`config.mk`:
```
export PLATFORM = sky130hd
export DESIGN_NAME = if_stage
export DESIGN_NICKNAME = d
export VERILOG_FILES = /design/src/rtl/if_stage.sv
export SDC_FILE = /design/constraint.sdc
export NUM_CORES = 1
export LEC_CHECK = 0
export ABC_CLOCK_PERIOD_IN_PS = 9900
export CAP_MARGIN = 20
export CORE_MARGIN = 5
export CORE_UTILIZATION = 56
export CTS_BUF_LIST = sky130_fd_sc_hd__clkbuf_8
export DETAILED_ROUTE_END_ITERATION = 6
export PLACE_DENSITY = 0.93
export SYNTH_ARGS = -nofsm -noshare
export SYNTH_HDL_FRONTEND = slang
export SYNTH_SLANG_ARGS = --single-unit
```
`constraint.sdc`:
```
create_clock -name clk -period 9.9 [get_ports clk]
set_input_delay 1.98 -clock clk [delete_from_list [all_inputs] [get_ports clk]]
set_output_delay 1.98 -clock clk [all_outputs]
set_load 0.05 [all_outputs]
```
`src/rtl/if_stage.sv`:
```
// Instruction-fetch stage: owns the fetch PC, issues one imem read at a time,
// and drops the stale response left in flight by a redirect.
package if_stage_pkg;
  typedef struct packed {
    logic        valid;
    logic [31:0] pc_rdata;
    logic [31:0] pc_wdata;
  } if_rvfi_t;

  typedef struct packed {
    logic [31:0] pc;
    logic [31:0] pc_next;
    if_rvfi_t    rvfi;
  } if_stage_t;
endpackage

module if_stage
  import if_stage_pkg::*;
#(
  parameter logic [31:0] RESET_PC = 32'h1eceb000
) (
  input  logic        clk,
  input  logic        rst,
  input  logic        i_stall,
  input  logic        i_flush,
  input  logic [31:0] i_pc_target,
  output logic [31:0] imem_addr,
  output logic [3:0]  imem_rmask,
  input  logic        imem_resp,
  output logic        o_discard,
  output if_stage_t   if_stage_reg
);

  typedef enum logic [1:0] {
    S_START,
    S_WAIT,
    S_HOLD,
    S_DISCARD
  } state_t;

  state_t      r_state;
  logic [31:0] r_pc;
  logic [31:0] r_tgt;
  if_stage_t   r_if_reg;

  logic        w_issue;
  logic        w_discard;
  logic [31:0] w_addr;
  logic [31:0] w_addr_next;
  logic [31:0] w_tgt_aligned;
  logic [31:0] w_pc_inc;

  assign w_tgt_aligned = {i_pc_target[31:2], 2'b00};
  assign w_pc_inc      = r_pc + 32'd4;
  assign w_addr_next   = w_addr + 32'd4;

  // Issue is decided combinationally so a returning response can be
  // followed by the next fetch in the very same cycle.
  always_comb begin
    w_issue   = 1'b0;
    w_discard = 1'b0;
    w_addr    = r_pc;
    if (!rst) begin
      case (r_state)
        S_START: begin
          w_issue   = 1'b1;
          w_discard = imem_resp;
          w_addr    = i_flush ? w_tgt_aligned : r_pc;
        end
        S_WAIT: begin
          if (imem_resp) begin
            if (i_flush) begin
              w_issue = 1'b1;
              w_addr  = w_tgt_aligned;
            end else if (!i_stall) begin
              w_issue = 1'b1;
              w_addr  = w_pc_inc;
            end
          end
        end
        S_HOLD: begin
          if (i_flush) begin
            w_issue = 1'b1;
            w_addr  = w_tgt_aligned;
          end else if (!i_stall) begin
            w_issue = 1'b1;
            w_addr  = w_pc_inc;
          end
        end
        S_DISCARD: begin
          if (imem_resp) begin
            w_discard = 1'b1;
            w_issue   = 1'b1;
            w_addr    = i_flush ? w_tgt_aligned : r_tgt;
          end
        end
        default: begin
          w_issue = 1'b0;
        end
      endcase
    end
  end

  always_ff @(posedge clk) begin
    if (rst) begin
      r_state  <= S_START;
      r_pc     <= RESET_PC;
      r_tgt    <= '0;
      r_if_reg <= '0;
    end else if (w_issue) begin
      r_state                <= S_WAIT;
      r_pc                   <= w_addr;
      r_if_reg.pc            <= w_addr;
      r_if_reg.pc_next       <= w_addr_next;
      r_if_reg.rvfi.valid    <= 1'b1;
      r_if_reg.rvfi.pc_rdata <= w_addr;
      r_if_reg.rvfi.pc_wdata <= w_addr_next;
    end else begin
      case (r_state)
        S_WAIT: begin
          // A response without an issue here can only mean a stall.
          if (imem_resp) begin
            r_state <= S_HOLD;
          end else if (i_flush) begin
            r_state <= S_DISCARD;
            r_tgt   <= w_tgt_aligned;
          end
        end
        S_DISCARD: begin
          if (i_flush) begin
            r_tgt <= w_tgt_aligned;
          end
        end
        default: begin
          r_state <= r_state;
        end
      endcase
    end
  end

  assign imem_addr    = w_addr;
  assign imem_rmask   = w_issue ? 4'hF : 4'h0;
  assign o_discard    = w_discard;
  assign if_stage_reg = r_if_reg;

endmodule

```
==> results of run 1 <==
area by class of cell:
class                      instances  share of cell area
multi-input combinational        837               0.511
sequential                       109               0.221
timing repair buffer             216               0.214
tap                              184              0.0233
clock buffer                       9              0.0126
inverter                          26             0.00990
clock inverter                     6             0.00736
worst min path at each step:
| stage | startpoint | to | slack, ns | cells after the start |
|---|---|---|---|---|
| 2_1_floorplan | r_tgt[19] | r_tgt[19] | 0.43 | 2 |
| 3_3_place_gp | r_tgt[24] | r_tgt[24] | 0.44 | 2 |
| 3_5_place_dp | r_tgt[3] | r_tgt[3] | 0.45 | 2 |
| 4_1_cts | r_tgt[3] | r_tgt[3] | 0.46 | 2 |
| 5_1_grt | r_tgt[4] | r_tgt[4] | 0.48 | 2 |
| 6_report | r_tgt[3] | r_tgt[3] | 0.46 | 2 |
synthesized netlist by cell type, types with 16 or more instances:
cell type,number,share of area
a211oi_1,23,0.021
nor3_1,30,0.018
inv_1,25,0.011
dfxtp_1,109,0.26
nand2b_1,22,0.016
nand2_1,159,0.071
buf_2,19,0.011
nor2_1,81,0.036
a21oi_1,94,0.056
buf_4,93,0.083
a21o_1,16,0.014
nand3_1,33,0.020
clkbuf_1,58,0.026
o21ai_0,61,0.036
cells by family (layout without fill, tap and decap cells):
kind of cell,count (synthesis),count (layout),synth area share
compound gates,352,352,0.285
xor+xnor,26,26,0.0272
fa+ha+maj,6,6,0.00897
buf+inv,210,257,0.139
flops,109,109,0.261
mux,21,21,0.0263
simple gates,432,432,0.254
worst register-to-register path: cells and delay by family (launching register included):
kind	cells	cell delay, ns
buf+inv	2	0.62
simple gates	4	2.09
fa+ha+maj	1	0.39
flops	1	0.36
compound gates	5	1.54
through the flow:
step	instances	util	setup slack, ns	cell area, µm²	total power [µW]
detailed placement	1372	0.662	2.12	9660	1660
floorplan	1156	-	3.36	8370	1380
finish	1387	0.676	2.00	9860	1960
global placement	1372	0.662	2.22	9660	1640
CTS	1387	0.676	2.12	9860	1940
global route	1387	0.676	1.93	9860	2030
power breakdown:
group,switching (µW),internal [µW]
sequential,85.3,497
clock,170,118
combinational,747,343
per-layer routing:
layer,track usage,vias up,routed length (µm)
li1,-,4166,-
met4,0.130,0,1090
met1,0.444,4279,11600
met2,0.469,725,12800
met3,0.0947,110,4320
met5,0,-,0
==> impl_metrics.yaml, run 1 <==
power_and_ir_drop:
  p_per_area_nw_per_um2: 199
  cellLeakagePower_uw: 0.00362
  ir_drop_mv: 0.0794
yosys:
  syn_inst: 1156
  syn_nets: 1199
  syn_area_per_cell_um2: 7.24
  netlist_area_um2: 8370
  synth_cell_type_count: 81
  synthFlopType: "dfxtp_1"
  synth_edf_count: 0
  yosysWarnings: 0
  postSynth.asyncResetShare: 0
  ys_ff_latch: 109
  ys_seq_area_frac: 0.261
layout:
  n_antenna_cell: 0
  syn_to_final_growth_pct: 17.8
  multi_input_area_um2: 5040
  final_layout_size_suffix_gt1_frac: 0.0582
  layout_commonest_cell: "clkdlybuf4s50_1"
  nets: 1242
  largest_reg_flops: 43
  fill_cells: 1253
  final_cell_mix: "clkdlybuf4s50_1, nand2_1, dfxtp_1"
  seqCellArea_um2: 2180
floorplanning:
  fp.dieArea_um2: 17500
  die_w_um: 132
  die_h_um: 132
  start_util: 0.574
  num_rows: 44
  ios: 203
  core-area_um2: 14600
sta:
  tightest_slew_ns: 0.956
  period_share: 0.798
  drv_slew: 0
  finalSetupTns_ns: 0
  slew_headroom: 0.357
  fin_crit_ns: 7.90
  final_hold_viol_count: 0
  skew_ns: 0.0158
  fmax_mhz: 127
  fin_hold_ws_ns: 0.460
  setup_viol: 0
  rsz0062_at_grt: "no"
critical_path:
  start_kind: "input pin"
  path_cells: "clkdlybuf4s50_1, nand4b_1, or4_1, nor4_1, o32a_1, a21oi_1, o21ai_0, clkdlybuf4s50_1"
  critPathSlowestCell: "clkdlybuf4s50_1"
  cp-startpoint: "i_stall"
  worst-r2r-cell-count: 12
  cp.depth: 8
  path_max_fanout: 12
  cpMostUsedCell: "clkdlybuf4s50_1"
  reg2reg_slack_ns: 4.84
  worst_setup_path_end_kind: "output pin"
  path_buf_inv: 2
  reg2reg_from: "r_state[1]"
  path_class: "input pin to output pin"
  crit_required_ns: 7.92
  r2r_end: "if_stage_reg[31]"
  endpoint: "imem_addr[26]"
  cp_top_family: "simple AND/OR/NAND/NOR gates"
  worstPathArrival_ns: 5.92
  cp_slowest_stage_delay_ns: 0.84
placement:
  dpl.hpwl_um: 21500
  gp_congestion: 1.01
  portBuffers: 200
global_route:
  grt_usage: 0.321
  grt_pass1_vias: 8310
  grt-ovfl-total: 0
  antenna_found_initial: 2
  grt_pass1_wl_um: 46200
  grt_max_degree: 64
clock_tree:
  clkLatencyLatePin_ns: 0.41
  cts_hold_buf: 0
  htreeDepth: 3
  cts_buffer_depth: 2
  path_clk_slew_ns: 0.10
  cts_root_buffer: "clkbuf_8"
  cts.sinks: 109
  cts_resized: 0
  cts_setup_buffers: 0
  numCtsBuffers: 9
  cts_tree: "built"
detailed_routing:
  wire_per_inst_um: 21.5
  drtAntennaViolNets: 0
  routed_via_density: 6.69
  wl_um: 29900
  route.detailed.drc: 0
  drt_iter0_drc: 1544
  firstDrtPassIters: 6
  dr_total_vias: 9280
status:
  outcome: "complete, no violations"
run:
  maxCapViolations: 0
worst_hold_path:
  holdCritPathClass: "flip-flop to flip-flop"
No activity file was read; power rests on OpenSTA's default activity.
==> run 2, diff against run 1 <==
==> config.mk (replaced) <==
export PLATFORM = sky130hd
export DESIGN_NAME = if_stage
export DESIGN_NICKNAME = d
export VERILOG_FILES = /design/src/rtl/if_stage.sv
export SDC_FILE = /design/constraint.sdc
export NUM_CORES = 1
export LEC_CHECK = 0
export ABC_CLOCK_PERIOD_IN_PS = 6930
export CAP_MARGIN = 20
export CORE_MARGIN = 5
export CORE_UTILIZATION = 47
export CTS_BUF_LIST = sky130_fd_sc_hd__clkbuf_8
export DETAILED_ROUTE_END_ITERATION = 6
export PLACE_DENSITY = 0.83
export SYNTH_ARGS = -nofsm -noshare
export SYNTH_HDL_FRONTEND = slang
export SYNTH_SLANG_ARGS = --single-unit
==> constraint.sdc (replaced) <==
create_clock -name clk -period 6.93 [get_ports clk]
set_input_delay 1.386 -clock clk [delete_from_list [all_inputs] [get_ports clk]]
set_output_delay 1.386 -clock clk [all_outputs]
set_load 0.05 [all_outputs]
==> impl_metrics.yaml, run 2 (same netlist as run 1, synthesis figures left out) <==
sta:
  skew_ns: 0.0155
  slew_headroom: 0.411
  final_hold_viol_count: 0
  fin_crit_ns: 6.22
  finalSetupTns_ns: 0
  drv_slew: 0
  period_share: 0.897
  fmax_mhz: 161
  fin_hold_ws_ns: 0.460
  setup_viol: 0
  rsz0062_at_grt: "no"
  tightest_slew_ns: 0.883
critical_path:
  cp.depth: 8
  path_max_fanout: 6
  path_class: "input pin to output pin"
  worstPathArrival_ns: 4.83
  cp_slowest_stage_delay_ns: 0.81
  r2r_end: "if_stage_reg[31]"
  reg2reg_slack_ns: 2.41
  worst-r2r-cell-count: 13
  path_buf_inv: 2
  cp-startpoint: "i_stall"
  reg2reg_from: "r_state[0]"
  worst_setup_path_end_kind: "output pin"
  crit_required_ns: 5.54
  path_cells: "clkdlybuf4s50_1, nand4b_1, or4_1, or4_1, a21boi_0, a21o_1, mux2_2, clkdlybuf4s50_1"
  endpoint: "imem_addr[22]"
  cp_top_family: "simple AND/OR/NAND/NOR gates"
  start_kind: "input pin"
  critPathSlowestCell: "clkdlybuf4s50_1"
status:
  outcome: "finished, violations left"
  violations: "DRC"
run:
  maxCapViolations: 0
clock_tree:
  cts_buffer_depth: 2
  cts_root_buffer: "clkbuf_8"
  cts_setup_buffers: 0
  htreeDepth: 3
  cts.sinks: 109
  path_clk_slew_ns: 0.11
  cts_hold_buf: 0
  numCtsBuffers: 9
  cts_tree: "built"
  clkLatencyLatePin_ns: 0.41
  cts_resized: 0
worst_hold_path:
  hold_depth: 2
  holdCritPathClass: "flip-flop to flip-flop"
floorplanning:
  ios: 203
  die_w_um: 143
  start_util: 0.481
  core-area_um2: 17400
  num_rows: 48
  fp.dieArea_um2: 20600
  die_h_um: 143
placement:
  portBuffers: 200
  gp_congestion: 1.00
  dpl.hpwl_um: 22200
detailed_routing:
  drt_iter0_drc: 1257
  firstDrtPassIters: 7
  drtAntennaViolNets: 0
  route.detailed.drc: 15
  routed_via_density: 6.42
  wl_um: 30600
  dr_total_vias: 9277
  wire_per_inst_um: 21.2
global_route:
  grt_usage: 0.282
  grt_use_met3: 0.0619
  grt_pass1_wl_um: 46200
  grt-ovfl-total: 0
  grt_max_degree: 97
  grt_busiest_layer: "met2"
  grt_util_met1: 0.393
  antenna_found_initial: 0
  use_met2: 0.428
  grt_pass1_vias: 8187
layout:
  largest_reg_flops: 43
  nets: 1259
  syn_to_final_growth_pct: 20.3
  final_cell_mix: "clkdlybuf4s50_1, nand2_1, dfxtp_1"
  layout_commonest_cell: "clkdlybuf4s50_1"
  n_antenna_cell: 0
  multi_input_area_um2: 5040
  final_layout_size_suffix_gt1_frac: 0.0762
  fill_cells: 1644
  seqCellArea_um2: 2180
power_and_ir_drop:
  cellLeakagePower_uw: 0.00372
  p_per_area_nw_per_um2: 277
  ir_drop_mv: 0.174
[run 2: cell count changes in the layout (fill, tap and decap cells not counted), sizes merged]
| cell | delta |
|---|---|
| buf | +22 |
| inv | -1 |
| clkinvlp | +1 |
| clkdlybuf4s50 | -5 |
| clkbuf | +1 |
| clkinv | +1 |
| bufinv | -1 |
[run 2: routing by layer]
layer  routed length (µm)  up-vias
met4                  963        0
met2                13300      721
met1                12100     4238
li1                     -     4216
met5                    0        -
met3                 4270      102
[run 2: where the power goes]
part,internal [µW],leakage [µW],switching (µW)
logic,508,0.00273,1070
clock network,140,0.0000880,237
registers,710,0.000898,124
[run 2: worst min path at each step]
stage | start | end | slack (ns)
2_1_floorplan | r_tgt[19] | r_tgt[19] | 0.43
3_3_place_gp | r_tgt[23] | r_tgt[23] | 0.44
3_5_place_dp | r_tgt[3] | r_tgt[3] | 0.45
4_1_cts | r_tgt[19] | r_tgt[19] | 0.46
5_1_grt | r_tgt[16] | r_tgt[16] | 0.48
6_report | r_tgt[3] | r_tgt[3] | 0.46
[run 2: per-stage QoR]
stage | util | std cells | area (µm²) | worst slack, ns | power, µW
finish | 0.578 | 1446 | 10100 | 0.713 | 2790
global route | 0.578 | 1446 | 10100 | 0.639 | 2890
CTS | 0.578 | 1446 | 10100 | 0.766 | 2770
detailed placement | 0.568 | 1430 | 9890 | 0.787 | 2400
global placement | 0.568 | 1430 | 9890 | 0.824 | 2380
floorplan | - | 1156 | 8370 | 1.55 | 1980
[run 2: final cells by class]
cell class	count	share of cell area
inverter	26	0.00969
multi-input combinational	837	0.500
clock buffer	10	0.0137
timing repair buffer	233	0.228
tap	225	0.0280
clock inverter	6	0.00385
sequential	109	0.217
[run 2: worst reg2reg max path, delay by kind of cell, from the launching register on]
| family | cells | cell delay [ns] |
|---|---|---|
| buffers and inverters | 3 | 0.71 |
| AOI/OAI and AO/OA | 3 | 0.78 |
| adders and majority gates | 1 | 0.78 |
| and+or+nand+nor | 6 | 1.84 |
| DFF | 1 | 0.34 |
